## config.mk

```make
export PLATFORM = sky130hd
export DESIGN_NAME = sint_issue_ctrl
export DESIGN_NICKNAME = d
export VERILOG_FILES = /design/src/rtl/sint_issue_ctrl.sv
export SDC_FILE = /design/constraint.sdc
export NUM_CORES = 1
export LEC_CHECK = 0
export ABC_AREA = 0
export CORE_AREA = 2 2 240 242
export DETAILED_ROUTE_END_ITERATION = 10
export DIE_AREA = 0 0 242 244
export SETUP_SLACK_MARGIN = 0.2
export SYNTH_ARGS = -nofsm -noshare
export SYNTH_HDL_FRONTEND = slang
export SYNTH_SLANG_ARGS = --single-unit
```

## constraint.sdc

```tcl
create_clock -name clk -period 3.2 [get_ports clk]
set_input_delay 0.64 -clock clk [delete_from_list [all_inputs] [get_ports clk]]
set_output_delay 0.64 -clock clk [all_outputs]
set_load 0.01 [all_outputs]
```

## src/rtl/sint_issue_ctrl.sv

```systemverilog
`default_nettype none
// ============================================================================
// Module   : sint_issue_ctrl
// Purpose  : Front-end issue controller for scene_int. Merges primary-ray
//            generator (PRG) rays and shader rays into one registered
//            output slot, gates issue on downstream credits, drives the
//            scene_int_pl stage valids and runs the frame-end drain sequence.
// Ports    : clk, rst            - clock, synchronous active-high reset
//            prg_valid/data/stall - PRG ray input and hold request
//            sh_valid/data/stall  - shader ray input and hold request
//            out_valid/data/stall - registered ray to scene_int
//            ret                  - one credit returned this cycle
//            v0, v1, v2           - scene_int_pl stage valids
//            flush / drained      - drain request / drain complete
//            err                  - sticky credit-overflow flag
// Revision : 1.0 - initial release
// ============================================================================
module sint_issue_ctrl #(
  parameter int DATA_W     = 200,
  parameter int CREDITS    = 18,
  parameter int CW         = 5,
  parameter int STARVE_MAX = 4
) (
  input  logic              clk,
  input  logic              rst,
  input  logic              prg_valid,
  input  logic [DATA_W-1:0] prg_data,
  output logic              prg_stall,
  input  logic              sh_valid,
  input  logic [DATA_W-1:0] sh_data,
  output logic              sh_stall,
  output logic              out_valid,
  output logic [DATA_W-1:0] out_data,
  input  logic              out_stall,
  input  logic              ret,
  output logic              v0,
  output logic              v1,
  output logic              v2,
  input  logic              flush,
  output logic              drained,
  output logic              err
);

  localparam int SW = (STARVE_MAX < 1) ? 1 : $clog2(STARVE_MAX + 1);

  localparam logic [CW-1:0] c_credits    = CW'(CREDITS);
  localparam logic [SW-1:0] c_starve_max = SW'(STARVE_MAX);

  localparam logic [1:0] c_st_normal = 2'd0;
  localparam logic [1:0] c_st_drain  = 2'd1;
  localparam logic [1:0] c_st_done   = 2'd2;

  logic [1:0]        r_state;
  logic [CW-1:0]     r_credits;
  logic [SW-1:0]     r_starve_cnt;
  logic              r_out_valid;
  logic [DATA_W-1:0] r_out_data;
  logic              r_v0;
  logic              r_v1;
  logic              r_v2;
  logic              r_drained;
  logic              r_err;

  logic              w_accept;
  logic              w_slot_free;
  logic              w_can_load;
  logic              w_gnt_prg;
  logic              w_gnt_sh;
  logic              w_load;
  logic [DATA_W-1:0] w_load_data;
  logic [1:0]        w_state_nxt;

  // The output slot can take a new ray when empty or being emptied this cycle.
  assign w_accept    = r_out_valid & ~out_stall;
  assign w_slot_free = ~r_out_valid | w_accept;
  // Grants are suppressed during reset so both stalls simply mirror valid.
  assign w_can_load  = w_slot_free & (r_credits != '0) & ~rst;

  always_comb begin
    w_gnt_prg = 1'b0;
    w_gnt_sh  = 1'b0;
    if (w_can_load) begin
      if (r_state == c_st_normal) begin
        // Shader rays normally win; a PRG starved for STARVE_MAX shader
        // grants in a row is forced through once.
        if (prg_valid && (r_starve_cnt == c_starve_max)) begin
          w_gnt_prg = 1'b1;
        end else if (sh_valid) begin
          w_gnt_sh = 1'b1;
        end else if (prg_valid) begin
          w_gnt_prg = 1'b1;
        end
      end else if (sh_valid) begin
        // While draining, new primary rays are held off; shader rays of
        // the current frame still need to complete.
        w_gnt_sh = 1'b1;
      end
    end
  end

  assign w_load      = w_gnt_prg | w_gnt_sh;
  assign w_load_data = w_gnt_prg ? prg_data : sh_data;

  assign prg_stall = prg_valid & ~w_gnt_prg;
  assign sh_stall  = sh_valid & ~w_gnt_sh;

  always_comb begin
    w_state_nxt = r_state;
    case (r_state)
      c_st_normal: begin
        if (flush) w_state_nxt = c_st_drain;
      end
      c_st_drain: begin
        if (!flush) begin
          w_state_nxt = c_st_normal;
        end else if ((r_credits == c_credits) && !r_out_valid && !sh_valid) begin
          // All credits home and nothing pending: pipeline is empty.
          w_state_nxt = c_st_done;
        end
      end
      c_st_done: begin
        if (!flush) begin
          w_state_nxt = c_st_normal;
        end else if (w_gnt_sh) begin
          // A late shader ray re-opens the drain.
          w_state_nxt = c_st_drain;
        end
      end
      default: w_state_nxt = c_st_normal;
    endcase
  end

  always_ff @(posedge clk) begin
    if (rst) begin
      r_state      <= c_st_normal;
      r_credits    <= c_credits;
      r_starve_cnt <= '0;
      r_out_valid  <= 1'b0;
      r_out_data   <= '0;
      r_v0         <= 1'b0;
      r_v1         <= 1'b0;
      r_v2         <= 1'b0;
      r_drained    <= 1'b0;
      r_err        <= 1'b0;
    end else begin
      r_state   <= w_state_nxt;
      r_drained <= (w_state_nxt == c_st_done);

      r_v0 <= w_accept;
      r_v1 <= r_v0;
      r_v2 <= r_v1;

      if (w_load) begin
        r_out_valid <= 1'b1;
        r_out_data  <= w_load_data;
      end else if (w_accept) begin
        r_out_valid <= 1'b0;
      end

      if (w_gnt_prg || !prg_valid) begin
        r_starve_cnt <= '0;
      end else if (w_gnt_sh && (r_starve_cnt != c_starve_max)) begin
        r_starve_cnt <= r_starve_cnt + SW'(1);
      end

      // A load and a return in the same cycle cancel out.
      case ({w_load, ret})
        2'b10: r_credits <= r_credits - CW'(1);
        2'b01: begin
          if (r_credits == c_credits) begin
            r_err <= 1'b1;
          end else begin
            r_credits <= r_credits + CW'(1);
          end
        end
        default: r_credits <= r_credits;
      endcase
    end
  end

  assign out_valid = r_out_valid;
  assign out_data  = r_out_data;
  assign v0        = r_v0;
  assign v1        = r_v1;
  assign v2        = r_v2;
  assign drained   = r_drained;
  assign err       = r_err;

endmodule
`default_nettype wire

```

Word level (Yosys, flattened, before mapping) --
Cells that the tools add are included.
Storage, ports and cells: register bits 216, input port bits 407, output and inout bits 208, logic and storage cells 69
Cells by class: add/subtract/negate cells 3, equality and inequality tests 9, muxes and demuxes 20, bitwise operators 12, reduce and logical (&&, ||, !) cells 15
Operator list (count):
- $mux 200 | 1
- $mux 1 | 11
- $mux 2 | 5
- $pmux 5 s2 | 1
- $eq 2x2->1 const B | 3
- $pmux 2 s3 | 1
- $add 5x1->5 const B | 1
- $and 1x1->1 | 5
- $eq 5x5->1 const B | 1
- $mux 5 | 1
- $not 1->1 | 5
- $reduce_bool 5->1 | 1
- $sub 5x1->5 const B | 1
- $eq 2x1->1 const B | 2
- $logic_and 1x1->1 | 4
- $reduce_and 2->1 | 2
- $reduce_bool 2->1 | 2
- $add 3x1->3 const B | 1
- $eq 3x3->1 const B | 1
- $logic_not 1->1 | 3
- $ne 3x3->1 const B | 1
- $logic_not 2->1 | 1
- $ne 2x2->1 const B | 1
- $or 1x1->1 | 2
- 2 further kinds | 2

Logic depth before layout (Yosys ltp) --
Gate-level depths: netlist (run 1).
depth in word-level cells 10, mapped depth 10, mapped depth without buffers 9

Worst setup path before layout (run 1) --
No wires, ideal clock.
path kind input-to-reg, start in prg_valid, end reg r_credits[4], library setup time 123 ps, data arrival time 2427 ps, data required time 3077 ps, setup slack 650 ps, cell stages on the path 9, path buffers 0, cells stage by stage or3b_1 -> a221o_1 -> nand2_1 -> fa_1 -> a21o_1 -> a21oi_1 -> or3_1 -> a21oi_1 -> a31oi_1
On the way: word-level cells in the longest chain between the ends 9, elaborated cells between the ends (all ways) 16, classes of those cells 3 x eq/ne; 9 x mux; 1 x bitwise; 3 x reduce/logical
Ends and longest elaborated chain:
- start: declaration | RTL line 26 | input logic prg_valid,
- $mux 1 | RTL line 90 | end else if (prg_valid) begin
- $mux 1 | RTL line 88 | end else if (sh_valid) begin
- $mux 1 | RTL line 86 | if (prg_valid && (r_starve_cnt == c_starve_max)) begin
- $mux 1 | RTL line 83 | if (r_state == c_st_normal) begin
- $mux 1 | RTL line 82 | if (w_can_load) begin
- $or 1x1->1 (*) | RTL line 101 | assign w_load = w_gnt_prg | w_gnt_sh;
- $eq 2x1->1 or $eq 2x2->1 (tied branches) | RTL line 167 | case ({w_load, ret})
- $ne 2x2->1 (no line) or $reduce_bool 2->1 (tied branches)
- $reduce_and 2->1 (no line)
- end signal: assignment | RTL line 168 | 2'b10: r_credits <= r_credits - CW'(1);
- end signal: assignment | RTL line 173 | r_credits <= r_credits + CW'(1);
- end signal: assignment | RTL line 176 | default: r_credits <= r_credits;
- end: declaration | RTL line 54 | logic [CW-1:0] r_credits;
Mark *: on every way between the ends. The rest lies on a longest branch, timed or not. A chain may end at the register's enable or synchronous reset.

Worst setup path in the final report (run 1) --
start in prg_valid, end out prg_stall
On the way: word-level cells in the longest chain between the ends 7, elaborated cells between the ends (all ways) 8, classes of those cells 5 x mux; 2 x bitwise; 1 x reduce/logical
Ends and longest elaborated chain:
- $mux 1 | RTL line 90
- $mux 1 | RTL line 88
- $mux 1 | RTL line 86
- $mux 1 | RTL line 83
- $mux 1 | RTL line 82
- $not 1->1 | RTL line 104 | assign prg_stall = prg_valid & ~w_gnt_prg;
- $and 1x1->1 (*) | RTL line 104
- end: declaration | RTL line 28 | output logic prg_stall,
Marks and branches as above.

==> summary.md, run 1 <==
| Metric | Value |
|---|---|
| Via count | `~9600` |
| TritonCTS Buffers | `26` |
| Fmax | `about 0.35 GHz` |
| Worst slew pin tran | `about 1.1 ns` |
| Min Tclk post-route | `about 2.9 ns` |
| EDFF count, synth | `0` |
| Synth top area cells | `dfxtp_1, mux2i_1, a211oi_1` |
| Postcts setup bufs | `0` |
| Synth area leader | `dfxtp_1` |
| WP data required | `roughly 2.6 ns` |
| Final hold violations | `0` |
| Detail Placement HPWL | `about 29 mm` |
| # diodes | `0` |
| IO Pins | `615` |
| Vias per inst | `4.044` |
| Clock sinks | `about 220` |
| Number of synthesized register bits | `roughly 220` |
| Clk Latency, worst-skew pair | `around 0.55 ns` |
| # setup viols final | `0` |
| Setup crit end kind | `output pin` |
| Finished Core Util | `0.3136` |
| H-tree depth reported by CTS | `1` |
| Max Slew Vio Count | `0` |
| Arr. time, crit path | `2.23 ns` |
| DRT antenna net count | `0` |
| Synthesized net count | `1396` |
| Clk slew on worst S/H paths | `~0.06 ns` |
| Simple-gate share of the synthesized area | `0.09812` |
| Largest net degree at the start of global routing | `between 80 and 90` |
| Pre-antenna DRT Iters | `4` |
| Vert. Die Dim | `244 um` |
| Most frequent cells in the layout | `clkdlybuf4s50_1, nor2_1, dfxtp_1` |
| WHS | `roughly 0.48 ns` |
| First-pass GRT wire length | `about 56 mm` |
| LEAKAGE | `7.508 nW` |
| Register area share after synthesis | `0.4509` |
| Clk root buf | `clkbuf_16` |
| Outcome | `completed` |
| CP Max Fanout | `3` |
| DRC | `0` |
| Global Route Usage Sum | `0.1194` |
| Number of nets in the layout | `about 2000` |
| Top_reg_cell synth | `dfxtp_1` |
| CTS tree | `done` |
| Number of global-route vias before repair | `about 9700` |
| Detailed Route Iter0 Violations | `215` |
| Synth Area in Compound Gates | `0.1734` |
| Total grt overflow | `0` |
| Share of cells above drive strength 1 | `0.06351` |
| Mapped cell area | `0.009589 mm2` |
| HP Class | `reg2reg` |
| Final clock skew | `0.01002 ns` |
| IO buf count | `614` |
| Unrepaired setup endpoints after global routing | `no` |
| Slew headroom | `0.2747` |
| Post-synthesis adder-cell area fraction | `0.008612` |
| Post-synth cell types | `35` |
| Die Width | `between 200 and 250 um` |
| Die ar. | `about 0.059 mm2` |
| Clk buf depth | `3` |
| Share of the synthesized area in the top cell type | `0.4509` |
| Period Utilization, post-route | `0.8963` |
| Synth warn | `0` |
| Routed WL | `around 37 mm` |
| Pwr Density | `approximately 480 mW/mm2` |
| Mux cell area share after synthesis | `0.2098` |
| Xor and xnor area share after synthesis | `0.005480` |
| VDD IR-drop max | `approximately 300 uV` |
| Post-synthesis average cell area | `around 9.8 um2` |
| # fillers | `around 5900` |
| Area growth from synthesis to layout | `83.68%` |
| Initial Util | `0.1707` |
| Critical path launch point type | `input pin` |
| Row count | `between 80 and 90` |
| Inst Count DP | `roughly 2300` |
| Core area | `around 0.056 mm2` |
| Syn Inst Count | `roughly 980` |
| Commonest non-fill, non-tap cell in the layout | `clkdlybuf4s50_1` |
| Drt wl/cell | `15.77 um` |
| GPL Wtd Cong | `0.8409` |
| Non-Filler Instances | `around 2400` |
| CP Class | `in2out` |
| Antenna violations before repair | `0` |
| Largest family of logic cells by synthesized area | `multiplexers` |
| Max-cap violations | `0` |
| Asr flop ratio synth | `0` |
synth_stat cells, drive strengths merged, types with 3 or more instances:
cell type,count
nor2,217
dfxtp,216
mux2i,201
a211oi,200
buf,59
clkbuf,31
a21oi,6
nand2,6
ha,5
inv,5
nand3,4
xnor2,4
a21o,3
a22oi,3
nor2b,3
report_power, final:
| part | internal [mW] | switching (mW) | total (mW) |
|---|---|---|---|
| registers | 2.98 | 0.175 | 3.16 |
| clock network | 1.80 | 1.17 | 2.97 |
| logic | 1.37 | 0.993 | 2.36 |
| total | 6.15 | 2.34 | 8.49 |
logic make-up (layout without fill, tap and decap cells):
family,count (synthesis),in the layout
muxes,201,201
adders and majority gates,6,6
AOI/OAI and AO/OA,220,220
and+or+nand+nor,239,239
buffers and inverters,95,718
xor gates and xnor gates,6,6
DFF,216,216
worst max-delay path, stage by stage:
cell,delay (ns)
clkdlybuf4s50_1,0.51
or3b_4,0.42
nor2_2,0.16
nand2_4,0.06
and2_1,0.15
dlygate4sd2_1,0.29
timing repair:
action	CTS	global route
resized for setup	4	0
endpoints found under the hold margin	0	0
endpoints found under the setup margin	2	0
hold buffers	0	0
stage by stage:
stage	TNS, ns	cell area, um2	total power [mW]	worst slack (ns)
after detailed placement	-0.02098	16760	5.601	-0.02098
after global placement	-0.004069	16760	5.568	-0.004069
final	0	17610	8.488	0.3318
after global routing	0	17610	8.965	0.2502
after CTS	0	17610	8.658	0.3152
after floorplan	0	9589	4.220	0.6497
area by class of cell:
| type | count | area, um2 | area share |
|---|---|---|---|
| repair buffers | 670 | 6715 | 0.3813 |
| flip-flops and latches | 216 | 4324 | 0.2455 |
| well taps | 756 | 945.9 | 0.05370 |
| multi-input cells | 672 | 4763 | 0.2704 |
| clock buffers | 37 | 763.2 | 0.04333 |
| clock inverters | 6 | 82.58 | 0.004689 |
| inverters | 5 | 18.77 | 0.001066 |
registers in the layout, summed over array words and instances (netlist names), 2 cells and up:
name          flops
out_data        200
r_credits         5
r_starve_cnt      3
r_state           2
final timing paths:
path / startpoint / to / cells past startpoint / slack, ns
worst max register to register: r_credits[0] / r_credits[4] / 9 / 0.80
worst max-delay path: prg_valid / prg_stall / 6 / 0.33
worst min register to register: v1 / v2 / 1 / 0.48
worst min-delay path: v1 / v2 / 1 / 0.48
routing by layer:
metal  routed length, um  global-route usage  vias up  share of wire
met3                2724             0.03501       62          0.073
met4                1333             0.04303        0          0.036
met5                   0                   0        -              0
met1               14680              0.1355     4344           0.39
met2               18520              0.2121      341           0.50
li1                    -                   -     4804              -
Power figures use the tool's default switching activity.
==> run 2, diff against run 1 <==
--- a/config.mk
+++ b/config.mk
@@ -10,6 +10,7 @@
 export DETAILED_ROUTE_END_ITERATION = 10
 export DIE_AREA = 0 0 242 244
 export SETUP_SLACK_MARGIN = 0.2
+export SKIP_LAST_GASP = 1
 export SYNTH_ARGS = -nofsm -noshare
 export SYNTH_HDL_FRONTEND = slang
 export SYNTH_SLANG_ARGS = --single-unit
==> results of run 2 <==
No change in the layout: final DEF, timing and power equal those of run 1.
==> run 3, diff against run 2 <==
--- a/config.mk
+++ b/config.mk
@@ -5,7 +5,6 @@
 export SDC_FILE = /design/constraint.sdc
 export NUM_CORES = 1
 export LEC_CHECK = 0
-export ABC_AREA = 0
 export CORE_AREA = 2 2 240 242
 export DETAILED_ROUTE_END_ITERATION = 10
 export DIE_AREA = 0 0 242 244
==> results of run 3 <==
No change in the layout: final DEF, timing and power equal those of run 1.
